## config.mk

```make
export PLATFORM = sky130hd
export DESIGN_NAME = fir_lut_compensator
export DESIGN_NICKNAME = d
export VERILOG_FILES = /design/src/rtl/fir_lut_compensator.sv
export SDC_FILE = /design/constraint.sdc
export NUM_CORES = 2
export LEC_CHECK = 0
export BUFFER_PORTS_ARGS = -buffer_cell sky130_fd_sc_hd__buf_2
export CORE_MARGIN = 5
export CORE_UTILIZATION = 50
export CTS_CLUSTER_SIZE = 20
export DETAILED_ROUTE_END_ITERATION = 10
export PLACE_DENSITY_LB_ADDON = 0.08
export SLEW_MARGIN = 20
export SYNTH_ARGS = -nofsm -noshare
export SYNTH_HDL_FRONTEND = slang
export SYNTH_SLANG_ARGS = --single-unit
```

## constraint.sdc

```tcl
create_clock -name clk -period 12.05 [get_ports clk]
set_input_delay 2.41 -clock clk [delete_from_list [all_inputs] [get_ports clk]]
set_output_delay 2.41 -clock clk [all_outputs]
set_load 0.1 [all_outputs]
```

## src/rtl/fir_lut_compensator.sv

```systemverilog
// Post-FIR error compensator: offset-binary segment lookup, step or linear-interpolated
// correction from a runtime-loadable table, saturated to the unsigned output range.
module fir_lut_compensator #(
    parameter int DATA_W    = 12,
    parameter int SEG_SHIFT = 6,
    parameter int CORR_W    = 12
) (
    input  logic                        clk,
    input  logic                        rst_n,
    input  logic                        in_valid,
    input  logic [DATA_W-1:0]           in_data,
    output logic                        in_ready,
    input  logic [1:0]                  cfg_mode,
    input  logic                        tbl_we,
    input  logic [DATA_W-SEG_SHIFT-1:0] tbl_addr,
    input  logic [CORR_W-1:0]           tbl_wdata,
    output logic                        out_valid,
    output logic [DATA_W-1:0]           out_data,
    output logic                        out_clip
);

    localparam int IDX_W  = DATA_W - SEG_SHIFT;
    localparam int DEPTH  = 1 << IDX_W;
    localparam int CW2    = CORR_W + 2;
    localparam int PROD_W = CORR_W + SEG_SHIFT + 2;
    localparam int SUM_W  = ((CORR_W > DATA_W) ? CORR_W : DATA_W) + 2;
    localparam logic signed [SUM_W-1:0] OUT_MAX = SUM_W'((1 << DATA_W) - 1);

    typedef enum logic {ST_INIT, ST_RUN} state_t;

    state_t                   state;
    logic [IDX_W-1:0]         init_cnt;
    logic signed [CORR_W-1:0] tbl [DEPTH];

    logic                     s1_valid;
    logic [DATA_W-1:0]        s1_u;
    logic [1:0]               s1_mode;
    logic [IDX_W-1:0]         s1_idx;
    logic [IDX_W-1:0]         s1_idx_next;

    logic                     s2_valid;
    logic [DATA_W-1:0]        s2_u;
    logic [1:0]               s2_mode;
    logic [SEG_SHIFT-1:0]     s2_frac;
    logic signed [CORR_W-1:0] s2_c0;
    logic signed [CORR_W-1:0] s2_c1;

    logic signed [CORR_W:0]   diff;
    logic signed [PROD_W-1:0] prod;
    logic signed [CW2-1:0]    interp;

    logic                     s3_valid;
    logic [DATA_W-1:0]        s3_u;
    logic signed [CW2-1:0]    s3_corr;

    logic signed [SUM_W-1:0]  sum;
    logic                     clip_lo;
    logic                     clip_hi;

    // After reset the table is cleared one entry per cycle before samples are accepted.
    always_ff @(posedge clk or negedge rst_n) begin
        if (!rst_n) begin
            state    <= ST_INIT;
            init_cnt <= '0;
            in_ready <= 1'b0;
        end else begin
            case (state)
                ST_INIT: begin
                    init_cnt <= init_cnt + 1'b1;
                    if (init_cnt == '1) begin
                        state    <= ST_RUN;
                        in_ready <= 1'b1;
                    end
                end
                default: in_ready <= 1'b1;
            endcase
        end
    end

    always_ff @(posedge clk) begin
        if (state == ST_INIT) begin
            tbl[init_cnt] <= '0;
        end else if (tbl_we) begin
            tbl[tbl_addr] <= tbl_wdata;
        end
    end

    always_ff @(posedge clk or negedge rst_n) begin
        if (!rst_n) begin
            s1_valid <= 1'b0;
            s1_u     <= '0;
            s1_mode  <= '0;
        end else begin
            s1_valid <= in_valid && in_ready;
            if (in_valid && in_ready) begin
                s1_u    <= {~in_data[DATA_W-1], in_data[DATA_W-2:0]};
                s1_mode <= cfg_mode;
            end
        end
    end

    // The top segment has no right neighbour, so it interpolates against itself.
    always_comb begin
        s1_idx      = s1_u[DATA_W-1:SEG_SHIFT];
        s1_idx_next = (s1_idx == '1) ? s1_idx : s1_idx + 1'b1;
    end

    always_ff @(posedge clk or negedge rst_n) begin
        if (!rst_n) begin
            s2_valid <= 1'b0;
            s2_u     <= '0;
            s2_mode  <= '0;
            s2_frac  <= '0;
            s2_c0    <= '0;
            s2_c1    <= '0;
        end else begin
            s2_valid <= s1_valid;
            if (s1_valid) begin
                s2_u    <= s1_u;
                s2_mode <= s1_mode;
                s2_frac <= s1_u[SEG_SHIFT-1:0];
                s2_c0   <= tbl[s1_idx];
                s2_c1   <= tbl[s1_idx_next];
            end
        end
    end

    always_comb begin
        diff   = {s2_c1[CORR_W-1], s2_c1} - {s2_c0[CORR_W-1], s2_c0};
        prod   = PROD_W'(diff) * PROD_W'($signed({1'b0, s2_frac}));
        interp = CW2'(s2_c0) + CW2'(prod >>> SEG_SHIFT);
    end

    always_ff @(posedge clk or negedge rst_n) begin
        if (!rst_n) begin
            s3_valid <= 1'b0;
            s3_u     <= '0;
            s3_corr  <= '0;
        end else begin
            s3_valid <= s2_valid;
            if (s2_valid) begin
                s3_u <= s2_u;
                case (s2_mode)
                    2'd1:    s3_corr <= CW2'(s2_c0);
                    2'd2:    s3_corr <= interp;
                    default: s3_corr <= '0;
                endcase
            end
        end
    end

    always_comb begin
        sum     = SUM_W'($signed({1'b0, s3_u})) + SUM_W'(s3_corr);
        clip_lo = sum[SUM_W-1];
        clip_hi = !clip_lo && (sum > OUT_MAX);
    end

    // Output data and clip flag hold between valid samples.
    always_ff @(posedge clk or negedge rst_n) begin
        if (!rst_n) begin
            out_valid <= 1'b0;
            out_data  <= '0;
            out_clip  <= 1'b0;
        end else begin
            out_valid <= s3_valid;
            if (s3_valid) begin
                if (clip_lo) begin
                    out_data <= '0;
                    out_clip <= 1'b1;
                end else if (clip_hi) begin
                    out_data <= '1;
                    out_clip <= 1'b1;
                end else begin
                    out_data <= sum[DATA_W-1:0];
                    out_clip <= 1'b0;
                end
            end
        end
    end

endmodule

```

==> results.txt <==
* Run status: finished, final reports clean
- Total of cells resized after clock tree synthesis: 0
- In this run the worst hold path is classified as reg2reg.
* Area contributors post-synth: sky130_fd_sc_hd__edfxtp_1, sky130_fd_sc_hd__mux4_2, sky130_fd_sc_hd__dfrtp_1
- Remaining routing DRC violations: 0
- Of the cells placed in the final design, the portion with a size suffix greater than 1 is 0.267.
- Setup slack on the worst flop-to-flop path: 4.17 ns
- Startpoint of the lowest-slack hold path: s1_mode[1]
- Initial cell density of the core: 0.503
* Worst Max-Slew Pin Slew: 1.20 ns
- Clock slew seen by the registers of the worst setup and hold paths: 0.07 ns
- Setup fix buffers added after clock tree synthesis: 0
- The clock period could shrink to 7.88 ns.
* Static Leakage: 0.0152 uW
- For this block, the via count after detailed routing is 26326.
- Sum of negative setup slack: 0 ns
- Combinational cell fraction of total power: 0.002
- Total Die Area: 94700 um2
- Worst-case clock buffer depth: 3
* Family of cells with the greatest summed delay on the critical path: compound AO/OA/AOI/OAI gates
- Relative max-transition margin: 0.196
* Startpoint of the most critical register-to-register path: s2_c0[1]
* Final hold vios: 0
- CTS root buf: sky130_fd_sc_hd__clkbuf_16
* GR Overflow Total: 0
* CP max stage delay: 0.51 ns
- CP Buf/Inv Count: 3
* Post-synthesis instance area: 44300 um2
- The worst hold path was traced through 2 stages.
- The analysis attributes to net switching a power of 1230 uW.
- The area growth from synthesis to layout is 10.5%.
* Vias in the first global route: 26587
* CTS H-Tree Depth: 3
- Horizontal die dimension: 308 um
- In the global route stage, overall resource usage came out at 0.273.
- Among all flip-flop cells after synthesis, the most frequent one is sky130_fd_sc_hd__edfxtp_1.
- At the end of the flow the core is filled with cells to 0.555.
- Number of port buffers: 50
- Top-area cell type share of the netlist area: 0.520
- In the final routed layout, each cell accounts on average for 32.0 um.
- Std cell rows: 109
* Sink of the worst hold path: s2_mode[1]
* Highest ir drop seen on vdd: 0.000112 V
* Power Internal: 4890 uW
* Sink Count: 871
- For this run, the register share of the synthesized area comes to 0.578.
- 51 I/O pins were placed.
- Summed over all layers, the routed wires come to 129 mm.
- Number of enable flip-flop cells after synthesis: 768
* HPWL after detailed placement: 85.4 mm
- The congestion estimate from routability-driven global placement came to 0.882.
* #FFs+latches synth: 871
* Source-to-sink clock delay at the later pin of the worst-skew pair: 0.67 ns
* Switching fraction of total power: 0.201
* Type of destination of the critical path: flip-flop
- For this design, the slowest cell found on the critical path is sky130_fd_sc_hd__fa_1.
* Number of nets at the end of the flow: 2964
- After detailed routing, the number of vias per cell comes to 6.53.
- Initial antenna violation count: 7
- In this run the power density over the cells is 125 nW/um2.
* Total nets after synthesis: 2892
- Worst setup path category: reg2reg
* Terminus of the critical flop-to-flop path: s3_corr[13]
* Number of setup violations in the final report: 0
- Entering global routing, the biggest net connects 149 pins.
- Counting stages on the worst path, the most repeated cell is sky130_fd_sc_hd__o21ai_0.
* Count of final max-slew check failures: 0
* Placeable core region: 88200 um2
- STA classifies the critical path startpoint as a flip-flop.
- Clk network pwr share: 0.468
- Worst reg2reg path depth: 34
- Number of max-cap violations: 0
- Total CTS buffers: 94
- Post-Synthesis Cells: 2719
- The detailed router finished its first iteration with 3585 violations.
- Required time at the endpoint of the critical path: 12.56 ns
* Async S/R FF share, synth: 0.118
- Clock tree from TritonCTS: built
* Part of the power in registers: 0.530
* Worst clock skew: 0.0295 ns
* Number of hold buffers added after CTS: 0
* Cell taking the most area after synthesis: sky130_fd_sc_hd__edfxtp_1
- Detail Route Antenna Nets: 0
- Of all nets on the critical path, the largest fanout is 6.
- The first global-routing pass estimated 188 mm of wire.
* Critical Path AT: 8.39 ns
- Synth Warn #: 0
- Post-synthesis area per instance: 16.3 um2
- Die height: 308 um
- RSZ-0062 raised after global routing: false
* Detailed-router iteration count before antenna repair: 8
- Of the available clock period, the critical path in the final layout requires 0.654.
* Max Clk Rate: 127 MHz
- The synthesized netlist contains 66 unique library cells.
==> per-stage QoR <==
step | instance area [um2] | worst slack, ns | hold slack (ns) | instances | power, uW
floorplan | 44300 | 4.96 | 0.352 | 2719 | 3300
global placement | 45900 | 4.28 | 0.466 | 3860 | 3320
detailed placement | 45900 | 4.21 | 0.487 | 3860 | 3320
CTS | 49000 | 4.17 | 0.496 | 4031 | 6160
global route | 49000 | 3.60 | 0.505 | 4031 | 6290
finish | 49000 | 4.17 | 0.485 | 4032 | 6120
==> worst max-delay path by stage <==
| stage | start | slack (ns) | endpoint | depth (start not counted) |
|---|---|---|---|---|
| after floorplan | s2_c0[1] | 4.96 | s3_corr[13] | 35 |
| after global placement | s2_c0[1] | 4.28 | s3_corr[13] | 34 |
| after detailed placement | s2_c0[1] | 4.21 | s3_corr[13] | 34 |
| after CTS | s2_c0[1] | 4.17 | s3_corr[13] | 34 |
| after global routing | s2_c0[1] | 3.60 | s3_corr[13] | 35 |
| final | s2_c0[1] | 4.17 | s3_corr[13] | 34 |
==> layout by cell type, fill, tap and decap left out, types with 14 or more instances in the layout <==
master / count
sky130_fd_sc_hd__edfxtp_1: 768
sky130_fd_sc_hd__mux4_2: 396
sky130_fd_sc_hd__nand2_1: 274
sky130_fd_sc_hd__inv_1: 124
sky130_fd_sc_hd__dfrtp_1: 99
sky130_fd_sc_hd__clkbuf_16: 95
sky130_fd_sc_hd__buf_4: 94
sky130_fd_sc_hd__nor2_1: 92
sky130_fd_sc_hd__nand3_1: 82
sky130_fd_sc_hd__ha_1: 80
sky130_fd_sc_hd__mux2i_1: 68
sky130_fd_sc_hd__and2_1: 59
sky130_fd_sc_hd__fa_1: 57
sky130_fd_sc_hd__buf_2: 49
sky130_fd_sc_hd__mux2_2: 40
sky130_fd_sc_hd__xnor2_1: 32
sky130_fd_sc_hd__a21oi_1: 30
sky130_fd_sc_hd__o21ai_0: 30
sky130_fd_sc_hd__a31oi_1: 28
sky130_fd_sc_hd__o21ai_1: 22
sky130_fd_sc_hd__clkbuf_1: 18
sky130_fd_sc_hd__a221o_1: 17
sky130_fd_sc_hd__clkinv_2: 16
sky130_fd_sc_hd__nor2b_1: 15
sky130_fd_sc_hd__clkinv_1: 15
sky130_fd_sc_hd__xor2_1: 14
sky130_fd_sc_hd__a32oi_1: 14
==> flip-flops by register name, summed over array words and instances (netlist names), 12 cells and up <==
signal	count
out_data	12
s2_c1	12
s3_corr	14
s2_u	12
s3_u	12
s2_c0	12
s1_u	12
tbl	768
==> cell families (layout without fill, tap and decap cells) <==
group,after synthesis,count (layout),share of synthesized area
DFF,871,871,0.578
other,0,1,0
buffers and inverters,295,442,0.0327
adders and majority gates,137,137,0.0483
xor gates and xnor gates,48,48,0.00948
muxes,507,507,0.227
and+or+nand+nor,605,605,0.0622
AOI/OAI and AO/OA,256,256,0.0416
==> layout make-up <==
class | count | area [um2]
well taps | 1165 | 1460
repair buffers | 146 | 1010
fillers | 6816 | 39300
inverters | 125 | 469
diodes | 1 | 2.50
clock buffers | 120 | 2540
clock inverters | 51 | 492
multi-input cells | 1553 | 17400
flip-flops and latches | 871 | 25700
==> power by group through the flow <==
stage | clock, uW | sequential (uW) | combinational (uW)
global route | 3040 | 3240 | 17.0
finish | 2860 | 3240 | 14.6
CTS | 2900 | 3240 | 15.2
global placement | 0 | 3300 | 14.8
floorplan | 0 | 3300 | 0.795
detailed placement | 0 | 3300 | 15.1
==> tightest hold or removal path, delay by kind of cell (launching register included) <==
family             cells  cell delay [ns]
and+or+nand+nor        1             0.05
DFF                    1             0.34
AOI/OAI and AO/OA      1             0.06
==> cells in the mapped netlist, types with 13 or more instances <==
cell type / n
sky130_fd_sc_hd__a21oi_1: 31
sky130_fd_sc_hd__a221o_1: 17
sky130_fd_sc_hd__a31oi_1: 29
sky130_fd_sc_hd__a32oi_1: 14
sky130_fd_sc_hd__and2_1: 59
sky130_fd_sc_hd__and3_1: 18
sky130_fd_sc_hd__buf_1: 29
sky130_fd_sc_hd__buf_2: 28
sky130_fd_sc_hd__buf_4: 21
sky130_fd_sc_hd__clkbuf_1: 71
sky130_fd_sc_hd__dfrtp_1: 103
sky130_fd_sc_hd__edfxtp_1: 768
sky130_fd_sc_hd__fa_1: 57
sky130_fd_sc_hd__ha_1: 80
sky130_fd_sc_hd__inv_1: 124
sky130_fd_sc_hd__mux2_2: 40
sky130_fd_sc_hd__mux2i_1: 69
sky130_fd_sc_hd__mux4_2: 396
sky130_fd_sc_hd__nand2_1: 274
sky130_fd_sc_hd__nand3_1: 82
sky130_fd_sc_hd__nor2_1: 100
sky130_fd_sc_hd__nor2b_1: 15
sky130_fd_sc_hd__o21a_1: 13
sky130_fd_sc_hd__o21ai_0: 30
sky130_fd_sc_hd__o21ai_1: 23
sky130_fd_sc_hd__xnor2_1: 34
sky130_fd_sc_hd__xor2_1: 14
==> per-layer routing <==
metal	global-route usage	up-vias	wire [um]
li1	-	10924	-
met2	0.427	1294	60800
met3	0.0439	181	11100
met5	0	-	0
met4	0.0913	0	4640
met1	0.398	13927	52400
(Power assumes the default switching activity.)
